`src/rtl/l2_instruction_responder.sv`:
```
// l2_instruction_responder
//   L2-side responder for instruction-cache line fills. Line requests are
//   queued in a small request FIFO. Each line is read from a synchronous
//   backing RAM one word at a time, assembled into one line, and returned
//   on the data channel.
//
// Ports
//   CLK, RST_N                   clock; synchronous active-low reset
//   ADDRESS_TO_L2_VALID_INS      in   request valid
//   ADDRESS_TO_L2_READY_INS      out  request ready (FIFO not full)
//   ADDRESS_TO_L2_INS            in   requested word address
//   DATA_FROM_L2_VALID_INS       out  line valid
//   DATA_FROM_L2_READY_INS       in   cache accepts line
//   DATA_FROM_L2_INS             out  line data, word k in lane k
//   MEM_READ_EN                  out  backing-RAM read strobe
//   MEM_ADDRESS                  out  backing-RAM word address
//   MEM_DATA                     in   read data, one cycle after MEM_READ_EN
//
// Build option
//   L2_INS_CRITICAL_WORD_FIRST_EN : when defined, the requested word is
//   fetched first and the fetch order wraps within the line. Line contents
//   and latency are unchanged.
//
// State table
//   S_IDLE    | no line in progress; pops the FIFO when it holds a request
//   S_FETCH   | issuing BEATS reads, then capturing the last returned word
//   S_RESPOND | line valid on the data channel, held until the handshake

module l2_instruction_responder #(
  parameter int ADDRESS_WIDTH  = 32,
  parameter int L2_BUS_WIDTH   = 512,
  parameter int WORD_WIDTH     = 32,
  parameter int REQ_FIFO_DEPTH = 2
) (
  input  logic                     CLK,
  input  logic                     RST_N,
  input  logic                     ADDRESS_TO_L2_VALID_INS,
  output logic                     ADDRESS_TO_L2_READY_INS,
  input  logic [ADDRESS_WIDTH-3:0] ADDRESS_TO_L2_INS,
  output logic                     DATA_FROM_L2_VALID_INS,
  input  logic                     DATA_FROM_L2_READY_INS,
  output logic [L2_BUS_WIDTH-1:0]  DATA_FROM_L2_INS,
  output logic                     MEM_READ_EN,
  output logic [ADDRESS_WIDTH-3:0] MEM_ADDRESS,
  input  logic [WORD_WIDTH-1:0]    MEM_DATA
);

  localparam int WADDR_W     = ADDRESS_WIDTH - 2;
  localparam int BEATS       = L2_BUS_WIDTH / WORD_WIDTH;
  localparam int OFFSET_BITS = $clog2(BEATS);
  localparam int PTR_W       = $clog2(REQ_FIFO_DEPTH);

  localparam logic [WADDR_W-1:0]     OFFSET_MASK = WADDR_W'(BEATS - 1);
  localparam logic [PTR_W:0]         PTR_ONE     = 1;
  localparam logic [OFFSET_BITS:0]   CNT_ONE     = 1;
  localparam logic [OFFSET_BITS-1:0] LAST_IDX    = OFFSET_BITS'(BEATS - 1);

  typedef enum logic [1:0] {
    S_IDLE    = 2'd0,
    S_FETCH   = 2'd1,
    S_RESPOND = 2'd2
  } state_t;

  state_t r_state;
  state_t w_state_nxt;

  // ---------------------------------------------------------------------
  // Request FIFO (pointers carry one extra wrap bit for full/empty)
  // ---------------------------------------------------------------------
  logic [WADDR_W-1:0] r_fifo_mem [REQ_FIFO_DEPTH];
  logic [PTR_W:0]     r_wr_ptr;
  logic [PTR_W:0]     r_rd_ptr;
  logic               w_empty;
  logic               w_full;
  logic               w_push;
  logic               w_pop;
  logic [WADDR_W-1:0] w_push_word;
  logic [WADDR_W-1:0] w_head;

  assign w_empty = (r_wr_ptr == r_rd_ptr);
  assign w_full  = (r_wr_ptr[PTR_W] != r_rd_ptr[PTR_W]) &&
                   (r_wr_ptr[PTR_W-1:0] == r_rd_ptr[PTR_W-1:0]);
  assign w_head  = r_fifo_mem[r_rd_ptr[PTR_W-1:0]];

`ifdef L2_INS_CRITICAL_WORD_FIRST_EN
  // Keep the offset bits: they select the first word fetched.
  assign w_push_word = ADDRESS_TO_L2_INS;
`else
  assign w_push_word = ADDRESS_TO_L2_INS & ~OFFSET_MASK;
`endif

  assign w_push = ADDRESS_TO_L2_VALID_INS && !w_full;
  assign w_pop  = !w_empty &&
                  ((r_state == S_IDLE) ||
                   ((r_state == S_RESPOND) && DATA_FROM_L2_READY_INS));

  assign ADDRESS_TO_L2_READY_INS = !w_full;

  always_ff @(posedge CLK) begin
    if (!RST_N) begin
      r_wr_ptr <= '0;
      r_rd_ptr <= '0;
    end else begin
      if (w_push) begin
        r_fifo_mem[r_wr_ptr[PTR_W-1:0]] <= w_push_word;
        r_wr_ptr                        <= r_wr_ptr + PTR_ONE;
      end
      if (w_pop) begin
        r_rd_ptr <= r_rd_ptr + PTR_ONE;
      end
    end
  end

  // ---------------------------------------------------------------------
  // Fetch datapath
  // ---------------------------------------------------------------------
  logic [WADDR_W-1:0]      r_base;
  logic [OFFSET_BITS:0]    r_issue_cnt;   // reaches BEATS when all reads issued
  logic                    r_rd_pending;  // a read was issued last cycle
  logic [OFFSET_BITS-1:0]  r_pend_idx;    // issue index of that read
  logic [L2_BUS_WIDTH-1:0] r_line;
  logic                    w_issue_active;
  logic                    w_last_capture;
  logic [OFFSET_BITS-1:0]  w_issue_beat;
  logic [OFFSET_BITS-1:0]  w_capture_lane;

  assign w_issue_active = (r_state == S_FETCH) && !r_issue_cnt[OFFSET_BITS];
  assign w_last_capture = r_rd_pending && (r_pend_idx == LAST_IDX);

`ifdef L2_INS_CRITICAL_WORD_FIRST_EN
  logic [OFFSET_BITS-1:0] r_offset;

  // Offset addition wraps within the line by width truncation.
  assign w_issue_beat   = r_offset + r_issue_cnt[OFFSET_BITS-1:0];
  assign w_capture_lane = r_offset + r_pend_idx;

  always_ff @(posedge CLK) begin
    if (!RST_N) begin
      r_offset <= '0;
    end else if (w_pop) begin
      r_offset <= w_head[OFFSET_BITS-1:0];
    end
  end
`else
  assign w_issue_beat   = r_issue_cnt[OFFSET_BITS-1:0];
  assign w_capture_lane = r_pend_idx;
`endif

  always_ff @(posedge CLK) begin
    if (!RST_N) begin
      r_base       <= '0;
      r_issue_cnt  <= '0;
      r_rd_pending <= 1'b0;
      r_pend_idx   <= '0;
      r_line       <= '0;
    end else begin
      r_rd_pending <= w_issue_active;
      r_pend_idx   <= r_issue_cnt[OFFSET_BITS-1:0];
      if (w_pop) begin
        r_base      <= w_head & ~OFFSET_MASK;
        r_issue_cnt <= '0;
      end else if (w_issue_active) begin
        r_issue_cnt <= r_issue_cnt + CNT_ONE;
      end
      if (r_rd_pending) begin
        r_line[WORD_WIDTH*w_capture_lane +: WORD_WIDTH] <= MEM_DATA;
      end
    end
  end

  assign DATA_FROM_L2_INS = r_line;

  // ---------------------------------------------------------------------
  // FSM
  // ---------------------------------------------------------------------
  always_ff @(posedge CLK) begin
    if (!RST_N) begin
      r_state <= S_IDLE;
    end else begin
      r_state <= w_state_nxt;
    end
  end

  always_comb begin
    w_state_nxt = r_state;
    case (r_state)
      S_IDLE: begin
        if (!w_empty) w_state_nxt = S_FETCH;
      end
      S_FETCH: begin
        if (w_last_capture) w_state_nxt = S_RESPOND;
      end
      S_RESPOND: begin
        if (DATA_FROM_L2_READY_INS) w_state_nxt = w_empty ? S_IDLE : S_FETCH;
      end
      default: w_state_nxt = S_IDLE;
    endcase
  end

  always_comb begin
    DATA_FROM_L2_VALID_INS = 1'b0;
    MEM_READ_EN            = 1'b0;
    MEM_ADDRESS            = '0;
    case (r_state)
      S_FETCH: begin
        if (w_issue_active) begin
          MEM_READ_EN = 1'b1;
          // r_base has its offset bits cleared, so this never leaves the line.
          MEM_ADDRESS = r_base + WADDR_W'(w_issue_beat);
        end
      end
      S_RESPOND: begin
        DATA_FROM_L2_VALID_INS = 1'b1;
      end
      default: ;
    endcase
  end

endmodule

```
`config.mk`:
```
export PLATFORM = sky130hd
export DESIGN_NAME = l2_instruction_responder
export DESIGN_NICKNAME = d
export VERILOG_FILES = /design/src/rtl/l2_instruction_responder.sv
export SDC_FILE = /design/constraint.sdc
export NUM_CORES = 1
export LEC_CHECK = 0
export CORE_AREA = 4 4 237 239
export DETAILED_ROUTE_END_ITERATION = 12
export DIE_AREA = 0 0 241 243
export PLACE_DENSITY = 0.72
export SKIP_LAST_GASP = 1
export SYNTH_ARGS = -nofsm -noshare
export SYNTH_HDL_FRONTEND = slang
export SYNTH_SLANG_ARGS = --single-unit
```
`constraint.sdc`:
```
create_clock -name CLK -period 3.48 [get_ports CLK]
set_clock_uncertainty 0.1 [all_clocks]
set_input_delay 0.522 -clock CLK [delete_from_list [all_inputs] [get_ports CLK]]
set_output_delay 0.522 -clock CLK [all_outputs]
set_load 0.05 [all_outputs]
```
; Yosys cells after proc, flatten, opt, wreduce, memory -nomap -nowiden
; Memories as Yosys holds them, arrays and structs flattened. A register that Yosys moved wholly into a read port is not among the register bits.
; Index checks and enable logic that the tools add are counted.
[op_classes]
n_addsub = 5
eq_ne = 9
n_shift = 2
muxes = 14
n_bitwise = 1
n_reduce_logical = 14
[ops]
columns = operator, n
row1 = $bwmux W512, 1
row2 = $shift A32 B34 Y512 const A, 1
row3 = $shiftx A32 B34 Y512, 1
row4 = $mux W30, 2
row5 = $neg A9 Y34, 1
row6 = $add A30 B4 Y30, 1
row7 = $mux W1, 7
row8 = $logic_and A1 B1 Y1, 6
row9 = $mux W2, 3
row10 = $ne A2 B2 Y1 const B, 3
row11 = $pmux W2 S3, 1
row12 = $add A5 B1 Y5 const B, 1
row13 = $add A2 B1 Y2 const B, 2
row14 = $eq A4 B4 Y1 const B, 1
row15 = $logic_not A1 Y1, 4
row16 = $reduce_and A3 Y1, 1
row17 = $eq A2 B1 Y1 const B, 1
row18 = $eq A2 B2 Y1, 1
row19 = $eq A2 B2 Y1 const B, 1
row20 = $logic_not A2 Y1, 1
row21 = $reduce_or A2 Y1, 1
row22 = $eq A1 B1 Y1, 1
row23 = $logic_or A1 B1 Y1, 1
row24 = $ne A1 B1 Y1, 1
row25 = $not A1 Y1, 1
[totals]
reg_bits = 528
mem_bits_rw = 52
out_inout_bits = 545
word_cells = 53
n_memories = 1
[memory_table]
columns = memory, depth, width, rd, rd_clocked_by_memory_dff, write_ports, line
row1 = r_fifo_mem, 2, 26, 1, 1, 1, 70  ; logic [WADDR_W-1:0] r_fifo_mem [REQ_FIFO_DEPTH];

; Longest topological paths before layout
; Gate-level depths: netlist (run 1).
[depth]
word_depth = 7
mapped_depth = 10
mapped_depth_nobuf = 6

; Worst setup path before layout (run 1)
; Ideal clock, no wire load.
[synth_timing]
kind = input -> register
start = input port RST_N
end = memory r_fifo_mem[0][0] in the netlist's numbering (enable)
setup_time_ns = 0.449
t_arrival_ns = 3.068
required_time_ns = 2.931
slack_ns = -0.136
path_stages = 3
cell_sequence = clkbuf_1 clkbuf_1 nor3b_1
[synth_via]
elab_chain_cells = 2
[synth_rtl]
columns = element, line
row1 = start: declaration, 36  ; input logic RST_N,
row2 = $mux W1, 100  ; if (!RST_N) begin
row3 = $mux W1 (not written as such), 105  ; r_fifo_mem[r_wr_ptr[PTR_W-1:0]] <= w_push_word;
row4 = end: declaration, 70
; Every way passes these cells.

; Final worst setup path (run 1)
[layout_timing]
start = register r_state[0]
end = output port MEM_ADDRESS[18]
[layout_via]
elab_chain_cells = 4
[layout_rtl]
columns = element, line
row1 = start: declaration, 64  ; state_t r_state;
row2 = start signal: assignment, 180  ; r_state <= w_state_nxt;
row3 = $eq A2 B1 Y1 (*), "127, 204"
row4 = $logic_and A1 B1 Y1, 127  ; assign w_issue_active = (r_state == S_FETCH) && !r_issue_cnt[OFFSET_BITS];
row5 = $mux W30, 206  ; if (w_issue_active) begin
row6 = $mux W30 (*), 204  ; case (r_state)
row7 = end: declaration, 44  ; output logic [ADDRESS_WIDTH-3:0] MEM_ADDRESS,
; Mark *: on every way between the ends. The rest lies on a longest branch, timed or not.

==> results of run 1 <==
==> placed cells by master, fill, tap and decap left out, drive strengths merged, types with 5 or more instances in the layout <==
cell type and instances:
nor4 6, nand2 297, clkinvlp 5, nor2b 5, clkdlybuf4s50 605, nor3 7, bufinv 5, o41ai 27
clkbuf 94, edfxtp 52, nand3 385, inv 9, buf 67, a21boi 29, xor2 5, nor2 10
dfxtp 554, a22o 190, o21ai 68, mux2i 60, and2 66, nand4 9, o211a 26, clkinv 10
nor3b 6, nand2b 6, o31ai 61
==> metrics by stage <==
step	cell area [sq um]	setup slack [ns]	utilization [%]
2_1_floorplan	21700	0.158	-
3_3_place_gp	28400	0.554	52.7
3_5_place_dp	28400	0.470	52.7
4_1_cts	30500	0.178	56.8
5_1_grt	30500	0.119	56.8
6_report	30500	0.250	56.8
==> layout make-up <==
| type | count | area, sq um |
|---|---|---|
| Timing Repair Buffer | 672 | 6640 |
| Inverter | 5 | 18.8 |
| Multi-Input combinational cell | 1298 | 8170 |
| Tap cell | 696 | 871 |
| Clock buffer | 94 | 1900 |
| Fill cell | 4486 | 23300 |
| Sequential cell | 606 | 12700 |
| Clock inverter | 24 | 294 |
==> kinds of logic after synthesis <==
group,share of synthesized area [%]
AOI/OAI and AO/OA,15.2
xor gates and xnor gates,0.399
muxes,2.77
adders and majority gates,0.231
buffers and inverters,4.41
and+or+nand+nor,18.6
DFF,58.4
==> path summary, 6_finish.rpt <==
kind	start	to	slack, ns	depth (start not counted)
worst max register to register	r_pend_idx[0]	DATA_FROM_L2_INS[92]	0.42	9
worst min register to register	DATA_FROM_L2_INS[18]	DATA_FROM_L2_INS[18]	0.35	2
worst max-delay path	r_state[0]	MEM_ADDRESS[18]	0.25	4
worst min-delay path	RST_N	DATA_FROM_L2_INS[6]	0.27	2
==> metal layers <==
layer | vias up | global-route usage (%) | routed length (um)
li1 | 8660 | - | -
met4 | 0 | 13.9 | 4510
met3 | 203 | 9.16 | 9530
met1 | 9299 | 34.1 | 32900
met2 | 1029 | 44.4 | 40100
met5 | - | 0 | 0
==> registers in the layout, summed over array words and instances, names as in the netlist <==
name / flops
r_fifo_mem: 52
r_issue_cnt: 5
r_wr_ptr: 2
r_pend_idx: 4
r_rd_pending: 1
DATA_FROM_L2_INS: 512
r_rd_ptr: 2
r_base: 26
r_state: 2
==> power groups by stage <==
| stage | clock [uW] | sequential (uW) | combinational (uW) |
|---|---|---|---|
| final | 7080 | 7470 | 2550 |
| after global routing | 7450 | 7510 | 2690 |
| after CTS | 7170 | 7470 | 2560 |
| after detailed placement | 0 | 7620 | 2540 |
| after global placement | 0 | 7610 | 2510 |
| after floorplan | 0 | 7780 | 1450 |
==> results.yml, run 1 <==
sta:
  timing.final.hold_violations: 0
  maxSlewHeadroom_pct: 27.7
  max_slew.worst_pin.slew_ns: 1.08
  finalSetupViolations: 0
  final-max-slew-violation-count: 0
  finalSetupTns_ns: 0
  unrepaired_setup_endpoints_after_global_routing: "no"
  achievable_frequency_ghz: 0.310
  final.min_clock_period_ns: 3.23
  layout_worst_path_cycle_share_pct: 92.8
  hold-worst-slack_ns: 0.267
pwr:
  power_switching_uw: 4800
  vdd_ir_drop_max_v: 0.000457
  power.share.clock_pct: 41.4
  cellPowerDensity_nw_per_um2: 560
  pwr-share-comb_pct: 14.9
  cellInternalPower_uw: 12300
  share_of_total_power_consumed_by_net_switching_pct: 28.1
  share_seq_of_total_power_pct: 43.7
  total_power_uw: 17100
  power_leakage_uw: 0.0117
floorplanning:
  design.core.area_sq_um: 53800
  chip_height_um: 243
  placement_rows: 85
  die_width_um: 241
  initial_cell_density_of_the_core_pct: 40.2
  boundaryPins: 611
  design.die.area_sq_um: 58600
yosys:
  yosys_warnings: 0
  synth_seq_cells: 606
  synthDominantCellAreaShare_pct: 51.2
  yosys.cell_count.top_type: "dfxtp_1"
  ys_top_cells_by_count: "dfxtp_1 (554), nand3_1 (384), nand2_1 (297)"
  asyncSetResetFlopFracSynth_pct: 0
  synth_top_flop_cell: "dfxtp_1"
  synth_top_cells_by_area: "dfxtp_1 (51%), nand3_1 (8.9%), a22o_1 (7.7%), edfxtp_1 (7.2%), nand2_1 (5.1%)"
  synth.cell_area_sq_um: 21600
  ys_types: 55
  synth.net_count: 2195
  syn_avg_cell_area_sq_um: 10.2
  synth_top_area_cell: "dfxtp_1"
  synth_enable_flop_cells: 52
  seq_total_area_yosys_pct: 58.4
  post_synth_inst_count: 2125
setup_path:
  crit_path_max_fo: 36
  critPathSlowestCell: "clkdlybuf4s50_1"
  cpLargestDelayFamily: "buffers and inverters"
  cpPeakStageDelay_ns: 0.82
  cp_data_arrival_time_ns: 2.61
  crit_type: "flop to output pin"
  cp-start-kind: "flop"
  timing.critical_path.buf_inv: 2
  critical_path.cell_chain: "nor3b_2 > buf_4 > and2_1 > clkdlybuf4s50_1"
  worstPathRequired_ns: 2.86
  worstSetupEndpointType: "output pin"
global_route:
  antenna_violations_before_repair: 7
  grt_remaining_overflow: 0
  grt_use_total_pct: 28.0
  grt_pass1_vias: 18166
  grt_pass1_wl_mm: 123
  maximum_number_of_pins_on_one_net_before_global_route_repair: 131
cells_and_area:
  n_antenna_cell: 0
  syn_to_final_growth_pct: 41.1
  layout-drive-gt1-share_pct: 7.74
  final-instance-count-excl-fill: 3395
  nets: 2719
placement:
  place_hpwl_mm: 59.6
  count_of_input_and_output_buffers: 606
  global_placement_routability_congestion: 0.857
  numPlacedInstances: 3277
detailed_routing:
  antenna_violating_nets_left: 0
  vias_per_cell: 5.65
  detail_route.wl_per_cell_um: 25.6
  drtIter0Drc: 1917
  vias: 19191
  drt_wl_total_mm: 87.0
  drtPass1Iterations: 6
  detail_route.drc_violations: 0
clocking:
  total_number_of_h_tree_levels: 3
  worstSkewPairLatency_ns: 0.59
  holdBufCountCts: 0
  cts_num_sinks: 606
  cts_root_buffer: "clkbuf_16"
  cts_buffers: 66
  clkSlewWorstSetupHoldPaths_ns: 0.06
  cts_max_path_buffers: 3
  post_cts_buffers: 0
  cts.repair.resized: 0
  clock_tree_from_tritoncts: "built"
outcome:
  status: "completed"
job:
  maxCapViolCount: 0
hold_path:
  hold_path.class: "primary input to flop"
Power figures use the tool's default switching activity.
==> run 2, diff against run 1 <==
--- a/config.mk
+++ b/config.mk
@@ -8,6 +8,7 @@
 export CORE_AREA = 4 4 237 239
 export DETAILED_ROUTE_END_ITERATION = 12
 export DIE_AREA = 0 0 241 243
+export HOLD_SLACK_MARGIN = 0.15
 export PLACE_DENSITY = 0.72
 export SKIP_LAST_GASP = 1
 export SYNTH_ARGS = -nofsm -noshare
==> results of run 2 <==
No change in the layout: final DEF, timing and power equal those of run 1.
